### src/rtl/strum_sequencer_if.sv
// strum_sequencer_if: host message input and downstream message bus
// shared between the host driver and the strum sequencer.
interface strum_sequencer_if;
  logic        host_en;
  logic [31:0] host_addr;
  logic [31:0] host_data;
  logic        msg_en;
  logic [31:0] msg_addr;
  logic [31:0] msg;
  logic        busy;

  modport slave (
    input  host_en,
    input  host_addr,
    input  host_data,
    output msg_en,
    output msg_addr,
    output msg,
    output busy
  );

  modport master (
    output host_en,
    output host_addr,
    output host_data,
    input  msg_en,
    input  msg_addr,
    input  msg,
    input  busy
  );
endinterface

### src/rtl/strum_sequencer.sv
// strum_sequencer: shares the message bus between host and a strum engine.
// Define STRUM_REPEAT_EN to honour the repeat bit (data[24]) of control.
module strum_sequencer #(
  parameter logic [31:0] SEQ_BASE    = 32'h3000_0100,
  parameter logic [31:0] TARGET_BASE = 32'h3000_0000,
  parameter int unsigned SLOTS       = 6
) (
  input  logic              clk,
  input  logic              rst_n,
  input  logic              lrck,
  strum_sequencer_if.slave  bus
);
  localparam logic [3:0] SLOTS_W = 4'(SLOTS);

  typedef enum logic [1:0] {
    IDLE = 2'd0,
    EMIT = 2'd1,
    WAIT = 2'd2
  } state_e;

  state_e      state_q, state_d;
  logic [31:0] slot_q [SLOTS];
  logic [31:0] slot_d [SLOTS];
  logic [15:0] gap_q, gap_d;
  logic [15:0] cnt_q, cnt_d;
  logic [3:0]  count_q, count_d;
  logic [2:0]  idx_q, idx_d;
  logic        rpt_q, rpt_d;
  logic        lrck_q;
  logic        msg_en_q, msg_en_d;
  logic [31:0] msg_addr_q, msg_addr_d;
  logic [31:0] msg_q, msg_d;
  logic        busy_q, busy_d;

  logic [31:0] off;
  logic        in_win;
  logic        fwd;
  logic        ctrl_wr;
  logic        slot_wr;
  logic        lr_rise;
  logic        issue;
  logic        last;
  logic [3:0]  count_in;
  logic [3:0]  count_cl;
  logic        rpt_in;

  // Unsigned offset: addresses below the base wrap to huge values.
  assign off      = bus.host_addr - SEQ_BASE;
  assign in_win   = off <= 32'd8;
  assign lr_rise  = lrck & ~lrck_q;
  assign count_in = bus.host_data[19:16];
  assign count_cl = (count_in > SLOTS_W) ? SLOTS_W : count_in;
  assign last     = ({1'b0, idx_q} == (count_q - 4'd1));
  assign issue    = (state_q == EMIT) && !fwd && !ctrl_wr;

`ifdef STRUM_REPEAT_EN
  assign rpt_in = bus.host_data[24];
`else
  assign rpt_in = 1'b0;
`endif

  always_comb begin
    fwd     = 1'b0;
    ctrl_wr = 1'b0;
    slot_wr = 1'b0;
    if (bus.host_en) begin
      unique case (1'b1)
        !in_win:           fwd     = 1'b1;
        in_win && off[3]:  ctrl_wr = 1'b1;
        in_win && !off[3]: slot_wr = {1'b0, off[2:0]} < SLOTS_W;
      endcase
    end
  end

  always_comb begin
    state_d    = state_q;
    slot_d     = slot_q;
    gap_d      = gap_q;
    cnt_d      = cnt_q;
    count_d    = count_q;
    idx_d      = idx_q;
    rpt_d      = rpt_q;
    msg_en_d   = 1'b0;
    msg_addr_d = msg_addr_q;
    msg_d      = msg_q;

    for (int i = 0; i < SLOTS; i++) begin
      if (slot_wr && (off[2:0] == 3'(i))) begin
        slot_d[i] = bus.host_data;
      end
    end

    if (fwd) begin
      msg_en_d   = 1'b1;
      msg_addr_d = bus.host_addr;
      msg_d      = bus.host_data;
    end

    unique case (state_q)
      EMIT: begin
        if (issue) begin
          msg_en_d   = 1'b1;
          msg_addr_d = TARGET_BASE + 32'(idx_q);
          msg_d      = slot_q[idx_q];
          if (last && !rpt_q) begin
            state_d = IDLE;
          end else begin
            idx_d   = last ? 3'd0 : idx_q + 3'd1;
            cnt_d   = gap_q;
            state_d = (gap_q == 16'd0) ? EMIT : WAIT;
          end
        end
      end
      WAIT: begin
        if (lr_rise) begin
          cnt_d = cnt_q - 16'd1;
          if (cnt_q == 16'd1) begin
            state_d = EMIT;
          end
        end
      end
      default: ;
    endcase

    // A control write overrides whatever the engine planned this cycle.
    if (ctrl_wr) begin
      gap_d   = bus.host_data[15:0];
      count_d = count_cl;
      rpt_d   = rpt_in;
      if (count_cl == 4'd0) begin
        state_d = IDLE;
      end else begin
        idx_d   = 3'd0;
        state_d = EMIT;
      end
    end

    busy_d = (state_d != IDLE);
  end

  always_ff @(posedge clk) begin
    if (!rst_n) begin
      state_q    <= IDLE;
      for (int i = 0; i < SLOTS; i++) begin
        slot_q[i] <= '0;
      end
      gap_q      <= '0;
      cnt_q      <= '0;
      count_q    <= '0;
      idx_q      <= '0;
      rpt_q      <= 1'b0;
      lrck_q     <= 1'b0;
      msg_en_q   <= 1'b0;
      msg_addr_q <= '0;
      msg_q      <= '0;
      busy_q     <= 1'b0;
    end else begin
      state_q    <= state_d;
      slot_q     <= slot_d;
      gap_q      <= gap_d;
      cnt_q      <= cnt_d;
      count_q    <= count_d;
      idx_q      <= idx_d;
      rpt_q      <= rpt_d;
      lrck_q     <= lrck;
      msg_en_q   <= msg_en_d;
      msg_addr_q <= msg_addr_d;
      msg_q      <= msg_d;
      busy_q     <= busy_d;
    end
  end

  assign bus.msg_en   = msg_en_q;
  assign bus.msg_addr = msg_addr_q;
  assign bus.msg      = msg_q;
  assign bus.busy     = busy_q;
endmodule

### src/flat_wrapper.sv
// flat-port wrapper written by rule: the top's interface ports become plain ports
module strum_sequencer_flat 
#(
  parameter logic [31:0] SEQ_BASE    = 32'h3000_0100,
  parameter logic [31:0] TARGET_BASE = 32'h3000_0000,
  parameter int unsigned SLOTS       = 6
)
  (clk, rst_n, lrck, bus_host_en, bus_host_addr, bus_host_data, bus_msg_en, bus_msg_addr, bus_msg, bus_busy);
  strum_sequencer_if bus_i ();
  input  logic clk;
  input  logic rst_n;
  input  logic lrck;
  input wire logic [$bits(bus_i.host_en)-1:0] bus_host_en;
  input wire logic [$bits(bus_i.host_addr)-1:0] bus_host_addr;
  input wire logic [$bits(bus_i.host_data)-1:0] bus_host_data;
  output wire logic [$bits(bus_i.msg_en)-1:0] bus_msg_en;
  output wire logic [$bits(bus_i.msg_addr)-1:0] bus_msg_addr;
  output wire logic [$bits(bus_i.msg)-1:0] bus_msg;
  output wire logic [$bits(bus_i.busy)-1:0] bus_busy;
  assign bus_i.host_en = bus_host_en;
  assign bus_i.host_addr = bus_host_addr;
  assign bus_i.host_data = bus_host_data;
  assign bus_msg_en = bus_i.msg_en;
  assign bus_msg_addr = bus_i.msg_addr;
  assign bus_msg = bus_i.msg;
  assign bus_busy = bus_i.busy;
  strum_sequencer #(.SEQ_BASE(SEQ_BASE), .TARGET_BASE(TARGET_BASE), .SLOTS(SLOTS)) u_core (.clk(clk), .rst_n(rst_n), .lrck(lrck), .bus(bus_i));
endmodule
### config.mk
export PLATFORM = sky130hd
export DESIGN_NAME = strum_sequencer_flat
export DESIGN_NICKNAME = d
export VERILOG_FILES = /design/src/rtl/strum_sequencer_if.sv /design/src/rtl/strum_sequencer.sv /design/src/flat_wrapper.sv
export SDC_FILE = /design/constraint.sdc
export NUM_CORES = 1
export LEC_CHECK = 0
export ABC_AREA = 1
export BUFFER_PORTS_ARGS = -buffer_cell sky130_fd_sc_hd__buf_2
export CAP_MARGIN = 30
export CORE_ASPECT_RATIO = 0.9
export CORE_MARGIN = 10
export CORE_UTILIZATION = 64
export DETAILED_ROUTE_END_ITERATION = 10
export HOLD_SLACK_MARGIN = 0.12
export MAX_ROUTING_LAYER = met4
export PLACE_DENSITY = 0.82
export SYNTH_ARGS = -nofsm -noshare
export SYNTH_HDL_FRONTEND = slang
export SYNTH_SLANG_ARGS = --single-unit
### constraint.sdc
create_clock -name clk -period 7.9 [get_ports clk]
set_clock_uncertainty 0.2 [all_clocks]
set_input_delay 0.79 -clock clk [delete_from_list [all_inputs] [get_ports clk]]
set_output_delay 0.79 -clock clk [all_outputs]
set_load 0.03 [all_outputs]
Yosys cells after proc, flatten, opt, wreduce, memory -nomap -nowiden. Cells that the tools add are included.

Word-level logic and storage cells: 95. Bits in writable memories: 0. Bits of input ports: 68. Bits in read-only memories: 0. Memories kept: 0. Latch bits: 0. Output and inout port bits: 66. Register bits: 300.

Shift operators: 0. $lt $le $gt $ge: 4. Bitwise logic cells: 3. Div/mod/pow operators: 0. Reductions and logical operators: 19. Equal/unequal tests: 12. Multiply operators: 0. $add $sub $neg: 5. Mux-type cells: 36.

Operator list (count): $mux 32 (8); $bmux 32 s3 (1); $mux 16 (3); $le 32x4->1 const B (1); $pmux 16 s2 (1); $sub 32x30->32 const B (1); $add 30x3->31 const A (1); $eq 16x1->1 const B (1); $logic_not 16->1 (1); $sub 16x1->16 const B (1); $mux 3 (5); $mux 2 (6); $logic_and 1x1->1 (10); $mux 1 (10); $eq 3x2->1 const B (2); $eq 3x3->1 const B (2); $eq 3x4->1 (1); $ge 4x4->1 const B (1); $gt 4x3->1 const B (1); $logic_not 4->1 (1); $mux 4 (1); $ne 2x1->1 const B (2); $not 3->4 (1); $pmux 2 s2 (1); other kinds (13) (16).

Logic depth before layout (Yosys ltp). Gate-level depths: netlist of run 1.

Word-level depth: 11. Depth in mapped cells: 23. Mapped depth without buffers: 21.

Worst setup path before layout of run 1. No wires, ideal clock.

Path type: input to register. Start: input bus_host_addr[8]. End: register u_core.slot_q[100] (netlist name). Data arrival time: 2829 ps. Path slack: 4752 ps. Cell stages on the path: 16. Library setup time: 119 ps. Required time: 7581 ps. Path buffers: 2. Path through: inv_1 -> ha_1 -> buf_2 -> nand2_2 -> nor2_4 -> xor2_1 -> nand3_1 -> a211oi_2 -> nand2_1 -> nor2_4 -> nand2_4 -> inv_2 -> nand2_2 -> clkbuf_2 -> o21ai_0 -> a21oi_1.

Word-level cells in the longest chain between the ends: 6.

Ends and longest elaborated chain: start: declaration (line flat_wrapper.sv:14) `input wire logic [$bits(bus_i.host_addr)-1:0] bus_host_addr;`; $sub 32x30->32 (line strum_sequencer.sv:48) `assign off = bus.host_addr - SEQ_BASE;`; $le 32x4->1 (line strum_sequencer.sv:49) `assign in_win = off <= 32'd8;`; $logic_and 1x1->1 (line strum_sequencer.sv:70) `in_win && !off[3]: slot_wr = {1'b0, off[2:0]} < SLOTS_W;`; $mux 1 (line strum_sequencer.sv:67) `unique case (1'b1)`; $mux 1 (line strum_sequencer.sv:66) `if (bus.host_en) begin`; $logic_and 1x1->1 (line strum_sequencer.sv:88) `if (slot_wr && (off[2:0] == 3'(i))) begin`; end signal: assignment (line strum_sequencer.sv:159) `slot_q <= slot_d;`; end: declaration (line strum_sequencer.sv:22) `logic [31:0] slot_q [SLOTS];`.

Every way passes these cells. A chain may end at the register's enable or synchronous reset.

Worst setup path in the final report of run 1.
Start: input bus_host_addr[8]. End: register u_core.cnt_q[3].

Word-level cells in the longest chain between the ends: 9. Elaborated cells on any way between the ends: 13. Classes of those cells: add/sub (1); order compare (1); eq/ne (1); mux (4); reduce/logical (6).

Ends and longest elaborated chain: $sub 32x30->32 (*) (line strum_sequencer.sv:48); $le 32x4->1 (*) (line strum_sequencer.sv:49); $mux 1 or $logic_and 1x1->1 (tied branches) (line strum_sequencer.sv:67, strum_sequencer.sv:69); $mux 1 (on tied branches) (line strum_sequencer.sv:66, strum_sequencer.sv:67); $logic_not 1->1 or $mux 1 (tied branches) (line strum_sequencer.sv:54, strum_sequencer.sv:66); $logic_and 1x1->1 or $logic_not 1->1 (tied branches) (line strum_sequencer.sv:54) `assign issue = (state_q == EMIT) && !fwd && !ctrl_wr;`; $logic_and 1x1->1 (*) (line strum_sequencer.sv:54); $ne 2x1->1 (no source line) (*); $reduce_and 4->1 (no source line) (*); end signal: assignment (line strum_sequencer.sv:161) `cnt_q <= cnt_d;`; end: declaration (line strum_sequencer.sv:25) `logic [15:0] cnt_q, cnt_d;`.

Every way passes the cells marked *; elsewhere a longest branch is shown, timed or not.

==> results.txt, run 1 <==
- The worst register-to-register path begins at u_core.idx_q[2]$_SDFF_PN0_.
- Final Net Count: 2092
- Entering global routing, the biggest net connects 135 pins.
* Worst hold path startpoint: u_core.slot_q[77]$_SDFFE_PN0P_
* Detailed placement HPWL: 23.85 mm
* Worst endpoint data arrival time: 4.88 ns
- For this block, the routed nets add up to 38.85 mm of wire.
* Ratio of cells with drive above 1 in the final layout: 11.59%
- Router iterations before antenna repair: 5
- Final total power: 4044 uW
* Flops & latches, synth: 300
- Number of enable-type register cells in the synthesized netlist: 0
- Predominant post-synthesis flop cell: sky130_fd_sc_hd__dfxtp_1
* Timing-limited maximum frequency: 214.6 MHz
* Category of the critical setup timing path: in -> reg
- Synthesis produced 1973 cells.
- Synth area leader: sky130_fd_sc_hd__dfxtp_1
- Total number of vias: 13550
* Post-Synth Simple-Gate Area: 18.57%
* CTS sink count: 300
* IR drop worst, VDD: 182.4 uV
* DRC violations left: 0
- Xor/xnor share of the synthesized area: 0.7457%
- Sequential cell area fraction in the yosys report: 42.61%
* Normalized max-slew margin: 35.05%
- The max-slew violation count came to 0.
- Hold repair after CTS inserted 0 buffers.
- Number of distinct library cell variants in the gate-level netlist after synthesis: 45
* First-pass GRT wire length: 63.67 mm
* Die outline area: 28370 um2
* Capturing element type of the critical path: flop
* Average via count per standard cell: 5.815
* P_leak: 0.006479 uW
* Transition time at the pin with the least slew margin: 0.9719 ns
- CTS built an H-tree with a depth of 1.
* Synth Warn #: 0
- The floorplan step defined a core boundary enclosing 21630 um2.
- Routed wire per std cell: 16.67 um
- Gates resized during post-CTS repair numbered 0.
- The die is 176.4 um wide.
- Cell Count Post-Placement: 2275
- For this run, the number of standard cells in the final layout without fillers is 2331.
* Area share of the largest cell type after synthesis: 42.61%
- Drt initial violations: 1383
- The count of final hold-check violations was 0.
* Crit. Startpoint: bus_host_addr[8]
* Clock root buffer: sky130_fd_sc_hd__clkbuf_16
- Worst EP required: 8.12 ns
* Area grow syn2layout: 10.85%
* RSZ-0062 raised after global routing: no
- For this configuration, the core starts out at a cell density of 65.16%.
- sky130_fd_sc_hd__dfxtp_1 is the most common cell in the netlist.
- Summing the areas of all compound-gate instances in the mapped netlist gives 27.38% of the synthesized area.
- Main combinational cell family by area after synthesis: compound AO/OA/AOI/OAI gates
- The clock passes through at most 3 buffers.
- Counting every net in the synthesized netlist gives 2049.
* Share of async-settable or async-resettable flops after synthesis: 0%
- Power density of the placed cells: 258.8 nW/um2
- Final period util: 58.99%
- For this run, the total global-route usage over all layers was measured as 27.07%.
* Antenna-violating nets left: 0
* Average footprint of a synthesized cell: 7.144 um2
- Count of filler cells inserted in the layout: 1751
* Number of buffers created by CTS: 30
- Clock-pin slew on the worst setup and hold paths: 0.06 ns
- In this run the core area contains 51 standard-cell rows.
* Synth top area cells: sky130_fd_sc_hd__dfxtp_1, sky130_fd_sc_hd__o21ai_0, sky130_fd_sc_hd__a21oi_1, sky130_fd_sc_hd__nand2_1, sky130_fd_sc_hd__nor2_1
- Final critical path time including I/O delays and setup: 4.660 ns
- For the final routed database, the setup TNS stands at 0 ns.
* Initial antenna violation count: 3
- Outcome: completed
* Height of the die: 160.8 um
* Share of synthesized area spent on multiplexers: 0%
- Crit start category: input pin
* Buffers inserted by post-CTS timing repair: 0
* # IOs: 134
* Worst Hold Class: reg -> reg
* Flip-flop and latch area: 6007 um2
- The synthesized netlist occupies a cell area of 14090 um2.
- Total setup violations reported at the end of the flow: 0
- TritonCTS built the clock tree.
- Combined area of the multi-input logic cells: 6694 um2
* Total global routing overflow: 0
- The via count of the first global-routing pass is 12550.
- MaxCap Viol Count: 0
* Share of synthesized cell area in full adder, half adder and majority cells: 0.7102%
- At the end of routability-driven placement, the weighted congestion stood at 0.9445.
* Leading cell types by count after synthesis: sky130_fd_sc_hd__dfxtp_1, sky130_fd_sc_hd__o21ai_0, sky130_fd_sc_hd__nand2_1
- Port buffering added 133 buffers.
- Crit Path Max Fanout: 84
- Latest clock arrival within the worst-skew pair: 0.56 ns
## per-layer routing
metal  routed length [um]  vias to the layer above  global-route usage (%)
met2                17980                      530                   42.68
met1                17100                     6286                   35.76
li1                     -                     6655                       -
met5                    0                        -                       -
met4                  850                        0                   6.987
met3                 2923                       83                   4.055
## cells by family (layout without fill, tap and decap cells)
group	count (synthesis)	in the layout
compound gates	734	734
simple gates	593	593
buf+inv	326	390
flops	300	300
xor+xnor	12	12
fa+ha+maj	8	8
other cells	0	3
## placed cells by master (no fill, tap or decap), types with 7 or more instances in the layout
cell / instances
sky130_fd_sc_hd__clkbuf_16: 30
sky130_fd_sc_hd__o32ai_1: 9
sky130_fd_sc_hd__xor2_1: 7
sky130_fd_sc_hd__clkbuf_8: 8
sky130_fd_sc_hd__o211ai_1: 7
sky130_fd_sc_hd__nor2_2: 9
sky130_fd_sc_hd__nand2_1: 250
sky130_fd_sc_hd__inv_1: 186
sky130_fd_sc_hd__nor3_1: 8
sky130_fd_sc_hd__a21oi_1: 246
sky130_fd_sc_hd__a31oi_1: 35
sky130_fd_sc_hd__nand3_1: 47
sky130_fd_sc_hd__nand4_1: 11
sky130_fd_sc_hd__dfxtp_1: 299
sky130_fd_sc_hd__o21ai_0: 276
sky130_fd_sc_hd__buf_4: 12
sky130_fd_sc_hd__clkbuf_1: 8
sky130_fd_sc_hd__buf_2: 132
sky130_fd_sc_hd__o21ai_1: 127
sky130_fd_sc_hd__ha_1: 8
sky130_fd_sc_hd__nor2_4: 10
sky130_fd_sc_hd__o21a_1: 23
sky130_fd_sc_hd__nor2_1: 224
## report_power, final
part / total [uW] / internal (uW) / leakage, uW / switching, uW
Sequential: 1660 / 1600 / 0.00243 / 65.0
Combinational: 891 / 260 / 0.00354 / 631
Clock: 1490 / 902 / 0.000504 / 587
Total: 4040 / 2760 / 0.00648 / 1280
## through the flow
| step | setup slack (ns) | area, um2 | utilization, % | hold slack, ns |
|---|---|---|---|---|
| after floorplan | 4.752 | 14090 | - | 0.2205 |
| after global placement | 2.794 | 14550 | 67.24 | 0.2287 |
| after detailed placement | 2.671 | 14570 | 67.37 | 0.2316 |
| after CTS | 3.261 | 15620 | 72.19 | 0.2345 |
| after global routing | 2.797 | 15620 | 72.23 | 0.2441 |
| final | 3.240 | 15620 | 72.23 | 0.2414 |
## final cells by class
class                   instances  area share, %
well taps                     291          2.330
repair buffers                146          5.053
clock inverters                 7         0.9770
flip-flops and latches        300          38.45
multi-input cells            1347          42.84
clock buffers                  46          5.702
diodes                          3        0.04805
inverters                     191          4.597
## critical path: stages
cell and delay (ns):
sky130_fd_sc_hd__buf_2 0.12, sky130_fd_sc_hd__inv_1 0.16, sky130_fd_sc_hd__ha_1 0.35, sky130_fd_sc_hd__nand2_2 0.13, sky130_fd_sc_hd__nor2_4 0.17, sky130_fd_sc_hd__nand2_2 0.08, sky130_fd_sc_hd__nand2_1 0.08, sky130_fd_sc_hd__nand2_1 0.06
sky130_fd_sc_hd__nor2_2 0.11, sky130_fd_sc_hd__nand3_2 0.08, sky130_fd_sc_hd__nor2_4 0.17, sky130_fd_sc_hd__nand3_4 0.11, sky130_fd_sc_hd__nand2_4 0.66, sky130_fd_sc_hd__nand3_2 0.65, sky130_fd_sc_hd__nand2_1 0.22, sky130_fd_sc_hd__nand3_2 0.47
sky130_fd_sc_hd__o21ai_0 0.36, sky130_fd_sc_hd__a21oi_1 0.07
## final timing paths
path                                          to  slack, ns  cells past startpoint
setup / recovery    u_core.cnt_q[3]$_SDFFE_PN0P_       3.24                     18
hold / removal    u_core.slot_q[77]$_SDFFE_PN0P_       0.24                      2
setup reg to reg    u_core.cnt_q[3]$_SDFFE_PN0P_       4.80                      9
hold reg to reg   u_core.slot_q[77]$_SDFFE_PN0P_       0.24                      2
## registers in the layout, indices dropped and copies added, names as in the netlist
signal,flops
u_core.idx_q,3
u_core.lrck_q,1
u_core.bus.msg_en,1
u_core.gap_q,16
u_core.count_q,4
u_core.bus.busy,1
u_core.bus.msg_addr,32
u_core.slot_q,192
u_core.bus.msg,32
u_core.state_q,2
u_core.cnt_q,16
Note: power is estimated with default switching activity, not from simulation.
==> run 2, diff against run 1 <==
--- a/config.mk
+++ b/config.mk
@@ -10,11 +10,11 @@
 export CAP_MARGIN = 30
 export CORE_ASPECT_RATIO = 0.9
 export CORE_MARGIN = 10
-export CORE_UTILIZATION = 64
+export CORE_UTILIZATION = 60
 export DETAILED_ROUTE_END_ITERATION = 10
 export HOLD_SLACK_MARGIN = 0.12
 export MAX_ROUTING_LAYER = met4
-export PLACE_DENSITY = 0.82
+export PLACE_DENSITY = 0.78
 export SYNTH_ARGS = -nofsm -noshare
 export SYNTH_HDL_FRONTEND = slang
 export SYNTH_SLANG_ARGS = --single-unit
==> constraint.sdc (replaced) <==
create_clock -name clk -period 4.9 [get_ports clk]
set_clock_uncertainty 0.2 [all_clocks]
set_input_delay 0.49 -clock clk [delete_from_list [all_inputs] [get_ports clk]]
set_output_delay 0.49 -clock clk [all_outputs]
set_load 0.03 [all_outputs]
==> run 2 against run 1 <==
Effect of this change: core utilization is 1.6 points lower; largest power group unchanged; wire length is 6.1% higher; sequential power is 61% higher; critical path type unchanged.
==> results.txt, run 2 (synthesis results as in run 1) <==
* Outcome: completed
- MaxCap Viol Count: 0 (unchanged)
- Average via count per standard cell: 5.760 (-0.93%)
* Total global routing overflow: 0 (unchanged)
- Drt initial violations: 1466 (+6.0%)
- CTS sink count: 300 (unchanged)
- The source-to-sink clock delay at the later pin of the worst-skew pair came to 0.57 ns (about the same).
* Final Slew Violations: 0 (unchanged)
* Final Net Count: 2167 (+3.6%)
- Fin. Hold Viols: 0 (unchanged)
- The count of buffer and inverter cells on the critical path was 3 (+1).
- P_leak: 0.006833 uW (+5.5%)
- The critical path goes through dlygate4sd3_1, buf_2, inv_1, ha_1, nand2_2, nor2_4, nand2_2, nand2_1, nand2_1, nor2_2, nand3_2, nor2_4, nand3_4, nand2_4, nand3_2, nand2_1, nand3_2, o21ai_0, a21oi_1.
* Number of standard-cell rows in the floorplan: 53 (+3.9%)
* Total setup violations reported at the end of the flow: 0 (unchanged)
* Largest stage delay on the critical path: 0.55 ns (-0.11 ns)
- The worst setup path is of the in -> reg kind.
- First-pass GRT wire length: 66.59 mm (+4.6%)
- Startpoint of the worst register-to-register path: u_core.idx_q[2]$_SDFF_PN0_
- Router iterations before antenna repair: 6 (+1)
* Capturing element type of the critical path: flop
* Final period util: 79.08%
- The register with the most flip-flops in the final layout is u_core.slot_q.
- The number of port buffers is 133 (unchanged).
- The die boundary width was 181.6 um (+2.9%).
* Total wire length after detailed routing: 41.23 mm (+6.1%)
- Number of standard cells in the final layout excluding fillers: 2420 (+3.8%)
- Placed inst area: 14640 um2 (+0.47%)
* IR drop worst, VDD: 363.1 uV (+99%)
- The starting utilization of the core area was 60.73% (-4.4 points).
- The detailed placement HPWL came to 25.02 mm (+4.9%).
* RSZ-0062 raised after global routing: no
- End of the worst register-to-register path: u_core.bus.msg[5]$_SDFF_PN0_
- The maximum number of pins on one net before global-route repair came to 138 (+2.2%).
* Height of the die: 165.4 um (+2.9%)
- The number of buffers inserted during clock tree synthesis came to 31 (+3.3%).
- From synthesis to final layout, the design area changed by 16.37%.
* Final critical path time including I/O delays and setup: 3.875 ns
* Final design instance area without fill: 16400 um2 (+5.0%)
- The layout cell share with drive strength beyond 1 is 11.87% (+0.28 points).
* Maximum root-to-sink buffer count: 3 (unchanged)
- The register clock-pin slew on the reported worst setup and hold paths is 0.06 ns (about the same).
- The final weighted congestion of routability-driven global placement came to 0.9256 (-2.0%).
- Family of cells with the greatest summed delay on the critical path: simple AND/OR/NAND/NOR gates
- The number of antenna violations at the first check in global routing was 3 (unchanged).
- The global-route usage over all layers is 26.89% (-0.18 points).
* Worst endpoint data arrival time: 4.12 ns (-0.76 ns)
* Number of hold buffers added after cts: 65 (+65)
- Crit Path Max Fanout: 32 (-62%)
* Number of gates on the worst path with buffers counted: 19 (+1)
* Crit start category: input pin
- Antenna-violating nets left: 0 (unchanged)
* Clock root buffer: sky130_fd_sc_hd__clkbuf_16
- Total number of vias: 13940 (+2.8%)
- The number of placed I/O pins was 134 (unchanged).
- The setup slack on the worst flop-to-flop path is 1.47 ns (-3.33 ns).
- The via count of the first global-routing pass is 13050 (+4.0%).
* Normalized max-slew margin: 31.43% (-3.6 points)
* Die outline area: 30030 um2 (+5.9%)
* Buffers inserted by post-CTS timing repair: 0 (unchanged)
* Worst setup path end: u_core.cnt_q[2]$_SDFFE_PN0P_
- The core outline area came to 23210 um2 (+7.3%).
- The most critical setup path has its startpoint at bus_host_addr[8].
- Power density of the placed cells: 410.3 nW/um2 (+59%)
- The number of flip-flops under the largest register name is 192 (unchanged).
- Timing-limited maximum frequency: 258.1 MHz
- The slew at the pin with the worst max-slew slack is 1.027 ns (+0.05546 ns).
- The average wire length per cell after detail routing came to 17.04 um (+2.2%).
* Cell Count Post-Placement: 2295 (+0.88%)
- DRC violations left: 0 (unchanged)
* Max stage delay cell, worst path: sky130_fd_sc_hd__dlygate4sd3_1
- Cells resized by post-CTS repair: 0 (unchanged)
* Most common cell after layout, fill and taps aside: sky130_fd_sc_hd__dfxtp_1
- Final-layout setup total negative slack: 0 ns (unchanged)
- The deepest level of the CTS H-tree came to 1 (unchanged).
- The tightest min-delay check is of the in -> reg type.
* Depth of the most critical reg-to-reg path: 6 (-3)
* Clock tree from TritonCTS: built
- Top library cells by usage in the layout, fill and taps aside: sky130_fd_sc_hd__dfxtp_1, sky130_fd_sc_hd__o21ai_0, sky130_fd_sc_hd__nand2_1
- The required arrival time at the worst endpoint was 5.14 ns (-2.98 ns).
-- run 2: cell types whose count changed in the layout (fill, tap and decap cells not counted), sizes merged, moves of 2 or more --
cell,change
buf,+9
bufinv,+2
clkbuf,-5
clkinv,+7
dlygate4sd3,+65
-- run 2: worst min-delay path by stage --
stage	end	start	slack, ns	cells past startpoint
floorplan	u_core.slot_q[70]$_SDFFE_PN0P_	u_core.slot_q[70]$_SDFFE_PN0P_	0.22	2
global placement	u_core.slot_q[82]$_SDFFE_PN0P_	u_core.slot_q[82]$_SDFFE_PN0P_	0.23	2
detailed placement	u_core.slot_q[67]$_SDFFE_PN0P_	u_core.slot_q[67]$_SDFFE_PN0P_	0.23	2
CTS	u_core.bus.msg_en$_SDFF_PN0_	bus_host_en	0.20	3
global route	u_core.bus.msg_en$_SDFF_PN0_	bus_host_en	0.23	3
finish	u_core.bus.msg_en$_SDFF_PN0_	bus_host_en	0.22	3
-- run 2: metal layers --
metal | wire [um] | global-route usage, % | vias to the layer above
met1 | 17710 | 33.97 | 6405
met5 | 0 | - | -
met3 | 2978 | 3.616 | 89
met4 | 1094 | 9.088 | 0
li1 | - | - | 6838
met2 | 19450 | 43.87 | 608
-- run 2: final cells by class --
class / instances / area [um2]
Fill cell: 1870 / 6808
Tap cell: 302 / 377.9
Clock buffer: 41 / 853.3
Antenna cell: 3 / 7.507
Clock inverter: 16 / 249.0
Timing Repair Buffer: 220 / 1500
Multi-Input combinational cell: 1347 / 6689
Sequential cell: 300 / 6007
Inverter: 191 / 718.2
-- run 2: report_power, final --
| group | leakage, uW | internal, uW | switching (uW) |
|---|---|---|---|
| logic | 0.00385 | 465 | 1050 |
| clock network | 0.000548 | 1540 | 997 |
| registers | 0.00243 | 2580 | 97.4 |
| total | 0.00683 | 4580 | 2150 |
-- run 2: worst min-delay path, cell delays in order --
cell and delay [ns]:
sky130_fd_sc_hd__buf_2 0.13, sky130_fd_sc_hd__nand2_4 0.20, sky130_fd_sc_hd__a21oi_1 0.11
-- run 2: metrics by stage --
step / utilization (%) / hold slack [ns] / total power [uW] / setup WS (ns)
global route: 70.67 / 0.2320 / 7032 / 0.7262
detailed placement: 63.08 / 0.2331 / 4158 / 1.126
CTS: 70.64 / 0.2043 / 6725 / 1.133
global placement: 63.08 / 0.2286 / 4127 / 1.271
finish: 70.67 / 0.2201 / 6729 / 1.025
floorplan: - / 0.2205 / 3788 / 2.052
==> run 3, diff against run 2 <==
--- a/config.mk
+++ b/config.mk
@@ -5,16 +5,16 @@
 export SDC_FILE = /design/constraint.sdc
 export NUM_CORES = 1
 export LEC_CHECK = 0
-export ABC_AREA = 1
+export ABC_AREA = 0
 export BUFFER_PORTS_ARGS = -buffer_cell sky130_fd_sc_hd__buf_2
 export CAP_MARGIN = 30
 export CORE_ASPECT_RATIO = 0.9
 export CORE_MARGIN = 10
-export CORE_UTILIZATION = 60
+export CORE_UTILIZATION = 53
 export DETAILED_ROUTE_END_ITERATION = 10
 export HOLD_SLACK_MARGIN = 0.12
 export MAX_ROUTING_LAYER = met4
-export PLACE_DENSITY = 0.78
+export PLACE_DENSITY = 0.73
 export SYNTH_ARGS = -nofsm -noshare
 export SYNTH_HDL_FRONTEND = slang
 export SYNTH_SLANG_ARGS = --single-unit
==> constraint.sdc (replaced) <==
create_clock -name clk -period 3.3 [get_ports clk]
set_clock_uncertainty 0.2 [all_clocks]
set_input_delay 0.33 -clock clk [delete_from_list [all_inputs] [get_ports clk]]
set_output_delay 0.33 -clock clk [all_outputs]
set_load 0.03 [all_outputs]
==> run 3 against run 2 <==
Effect of this change: final cell count decreased by 11%; sequential power grew 39%; worst setup slack lost 0.99 ns; combinational power shrank 51%; non-clock buffer count is 50 higher; flip-flop and latch count stayed put; first-iteration DRC count is 26% lower; power rose by 18%; die area grew 7.3%; core utilization down 4.3 points; critical endpoint is now u_core.slot_q[73]$_SDFFE_PN0P_.
==> results.txt, run 3 <==
- The run finished with clean final reports.
- The detailed router's first-iteration violation count is 1090 (-26%).
- Post-Synthesis Net Count: 1719 (-16%)
- The internal power consumption came to 5974 uW (+30%).
- Capturing element type of the critical path: flop
* Number of standard-cell rows in the floorplan: 55 (+3.8%)
- The power density of the placed cells is 475.2 nW/um2 (+16%).
- The number of port buffers is 133 (unchanged).
* Router iterations before antenna repair: 5 (-1)
- The required arrival time at the worst endpoint was 3.59 ns (-1.55 ns).
* RePlAce Congestion: 0.8652 (-6.5%)
- Initial cell density of the core: 53.66% (-7.1 points)
* Detailed placement HPWL: 24.00 mm (-4.1%)
- The synthesized instance count was 1643 (-17%).
- The count of final hold-check violations was 0 (unchanged).
- The proportion of netlist area held by the largest area contributor is 44.56% (+1.9 points).
- Clock root buffer: sky130_fd_sc_hd__clkbuf_16
- sky130_fd_sc_hd__dfxtp_1 takes more of the synthesized area than any other cell.
* Leading cell types by count after synthesis: sky130_fd_sc_hd__nand2_1, sky130_fd_sc_hd__dfxtp_1, sky130_fd_sc_hd__a21oi_1
- MaxCap Viol Count: 0 (unchanged)
- The post-synthesis cell type count was 65 (+44%).
* Worst Hold Class: reg -> reg
* Average via count per standard cell: 5.841 (+1.4%)
- Die outline area: 32220 um2 (+7.3%)
* Number of flip-flops in the largest register: 192 (unchanged)
* # IOs: 134 (unchanged)
- Transition time at the pin with the least slew margin: 0.7203 ns (-0.3071 ns)
- The post-synthesis async set-or-reset flop share is 0% (unchanged).
- Number of enable-type register cells in the synthesized netlist: 0 (unchanged)
- The register clock-pin slew on the reported worst setup and hold paths is 0.06 ns (about the same).
- Largest Register: u_core.slot_q
- Synth Warn #: 0 (unchanged)
- Sequential cell area fraction in the yosys report: 44.56% (+1.9 points)
* Ratio of cells with drive above 1 in the final layout: 18.09% (+6.2 points)
- TritonCTS built the clock tree.
- Share of synthesized area spent on multiplexers: 11.91% (+12 points)
- Switching Share: 24.57% (-7.3 points)
- Final Net Count: 1873 (-14%)
- For this run, the top clock speed supported by timing is 306.6 MHz.
* Latest clock arrival within the worst-skew pair: 0.56 ns (about the same)
- The worst setup path is launched from an input pin.
- CTS sink count: 300 (unchanged)
- Ant diodes: 0 (-3)
- Most instantiated library cell after synthesis: sky130_fd_sc_hd__nand2_1
* First-pass GRT wire length: 63.34 mm (-4.9%)
- The maximum fanout along the worst path was 8 (-75%).
- IR drop worst, VDD: 423.6 uV (+17%)
* Pin count of the biggest net entering global routing: 92 (-33%)
- The relative contribution of the clock network to total power was 43.6% (+5.9 points).
- Final critical path time including I/O delays and setup: 3.262 ns
- Final Slew Violations: 0 (unchanged)
- Core Box Area: 25120 um2 (+8.2%)
- The arrival time of data at the critical path endpoint came to 3.55 ns (-0.57 ns).
- Xor/xnor share of the synthesized area: 0.6498% (-0.096 points)
* Routed wire per std cell: 18.81 um (+10%)
- The adder-cell area share of the yosys netlist came to 0.7426% (+0.032 points).
- The net switching power is 1946 uW (-9.4%).
- The number of antenna violations at the first check in global routing is 0 (-3).
- The number of routed nets with antenna violations is 0 (unchanged).
- The number of fillers in the final layout came to 1995 (+6.7%).
* Normalized max-slew margin: 51.98% (+21 points)
- The final wirelength is 40.64 mm (-1.4%).
- The simple-gate area share of the yosys netlist was 20.93% (+2.4 points).
- The total vias in the final route is 12620 (-9.4%).
- The most used flip-flop cell after synthesis is sky130_fd_sc_hd__dfxtp_1.
- The area fraction in compound gates after synthesis was 15.56% (-12 points).
- Width of the die: 188.1 um (+3.6%)
- The netlist area before placement came to 13480 um2 (-4.4%).
- Flops & latches, synth: 300 (unchanged)
* Maximum root-to-sink buffer count: 3 (unchanged)
- The count of unresolved DRC violations after routing came to 0 (unchanged).
- Total global routing overflow: 0 (unchanged)
- Height of the die: 171.3 um (+3.6%)
* Final total power: 7920 uW (+18%)
- Number of H-tree branching levels: 1 (unchanged)
- By area the synthesized netlist is led by sky130_fd_sc_hd__dfxtp_1, sky130_fd_sc_hd__nand2_1, sky130_fd_sc_hd__a21oi_1, sky130_fd_sc_hd__mux2i_1, sky130_fd_sc_hd__mux4_2.
* Dpl ws: -0.06492 ns (-1.191 ns)
- By area, the combinational part of the netlist is dominated by simple AND/OR/NAND/NOR gates.
- Category of the critical setup timing path: in -> reg
- Average footprint of a synthesized cell: 8.204 um2 (+15%)
- The total setup violations reported at the end of the flow was 0 (unchanged).
- Area grow syn2layout: 23.65%
* Final period util: 98.85%
- Gr usage total: 24.15% (-2.7 points)
- The static leakage was 0.006063 uW (-11%).
* Number of buffers created by CTS: 30 (-3.2%)
- The library cell used most frequently in the layout, excluding fill and tap cells, is sky130_fd_sc_hd__nand2_1.
- The power share of the combinational group came to 9.5% (-13 points).
- Post-route setup slack: 0.03807 ns (-0.9871 ns)
- The part of the power in registers is 46.9% (+7.2 points).
- Top library cells by usage in the layout, fill and taps aside: sky130_fd_sc_hd__nand2_1, sky130_fd_sc_hd__dfxtp_1, sky130_fd_sc_hd__a21oi_1
- The via count of the first global-routing pass is 11970 (-8.3%).
[run 3: layout make-up]
class	instances	area [um2]	area share (%)
Multi-Input combinational cell	1149	6930	41.58
Sequential cell	300	6010	36.06
Timing Repair Buffer	270	2126	12.75
Clock buffer	45	898.4	5.390
Tap cell	342	427.9	2.567
Inverter	46	177.7	1.066
Clock inverter	9	97.59	0.5855
[run 3: final timing paths]
kind | start | to | slack (ns) | cells past startpoint
worst max-delay path | bus_host_addr[10] | u_core.slot_q[73]$_SDFFE_PN0P_ | 0.04 | 12
worst min-delay path | u_core.slot_q[135]$_SDFFE_PN0P_ | u_core.slot_q[135]$_SDFFE_PN0P_ | 0.25 | 2
worst max register to register | u_core.count_q[0]$_SDFFE_PN0N_ | u_core.cnt_q[9]$_SDFFE_PN0P_ | 0.37 | 10
worst min register to register | u_core.slot_q[135]$_SDFFE_PN0P_ | u_core.slot_q[135]$_SDFFE_PN0P_ | 0.25 | 2
[run 3: metal layers]
metal	part of all wire [%]	GRT usage, %
met1	43	31.28
met2	48	38.97
met3	7.0	3.563
met4	2.2	6.428
met5	0	-
[run 3: power groups by stage]
stage	Sequential (uW)	Clock [uW]	Combinational (uW)
after floorplan	3910	0	295
after global placement	3790	0	651
after detailed placement	3790	0	657
after CTS	3710	3470	725
after global routing	3720	3620	798
final	3720	3450	749
[run 3: cell families (layout without fill, tap and decap cells)]
kind of cell / Yosys count / in the layout
and+or+nand+nor: 653 / 653
AOI/OAI and AO/OA: 358 / 358
DFF: 300 / 300
buffers and inverters: 194 / 370
muxes: 120 / 120
xor gates and xnor gates: 10 / 10
adders and majority gates: 8 / 8
[run 3: worst max-delay path, cell delays in order]
cell and delay [ns]:
sky130_fd_sc_hd__dlygate4sd3_1 0.54, sky130_fd_sc_hd__buf_2 0.15, sky130_fd_sc_hd__nand2b_1 0.17, sky130_fd_sc_hd__o41ai_1 0.41
sky130_fd_sc_hd__buf_4 0.20, sky130_fd_sc_hd__and4_4 0.23, sky130_fd_sc_hd__o2111ai_4 0.14, sky130_fd_sc_hd__or4_4 0.61
sky130_fd_sc_hd__nor2_4 0.30, sky130_fd_sc_hd__clkbuf_16 0.23, sky130_fd_sc_hd__nand2_1 0.07, sky130_fd_sc_hd__a21oi_2 0.14
[run 3: metrics by stage]
| stage | area (um2) | instances | hold slack, ns | utilization [%] | setup TNS [ns] |
|---|---|---|---|---|---|
| after floorplan | 13480 | 1643 | 0.2286 | - | 0 |
| after global placement | 14670 | 2027 | 0.2344 | 58.39 | -0.02849 |
| after detailed placement | 14670 | 2027 | 0.2415 | 58.39 | -0.4092 |
| after CTS | 16340 | 2149 | 0.2483 | 65.06 | 0 |
| after global routing | 16670 | 2161 | 0.2642 | 66.36 | -0.8751 |
| final | 16670 | 2161 | 0.2484 | 66.36 | 0 |
[run 3: repair_timing]
item                                   in CTS  in global routing
buffers inserted                            0                  8
hold buffers                               68                  2
setup endpoints to repair                   0                289
resized for setup                           0                 39
endpoints found under the hold margin     289                  2
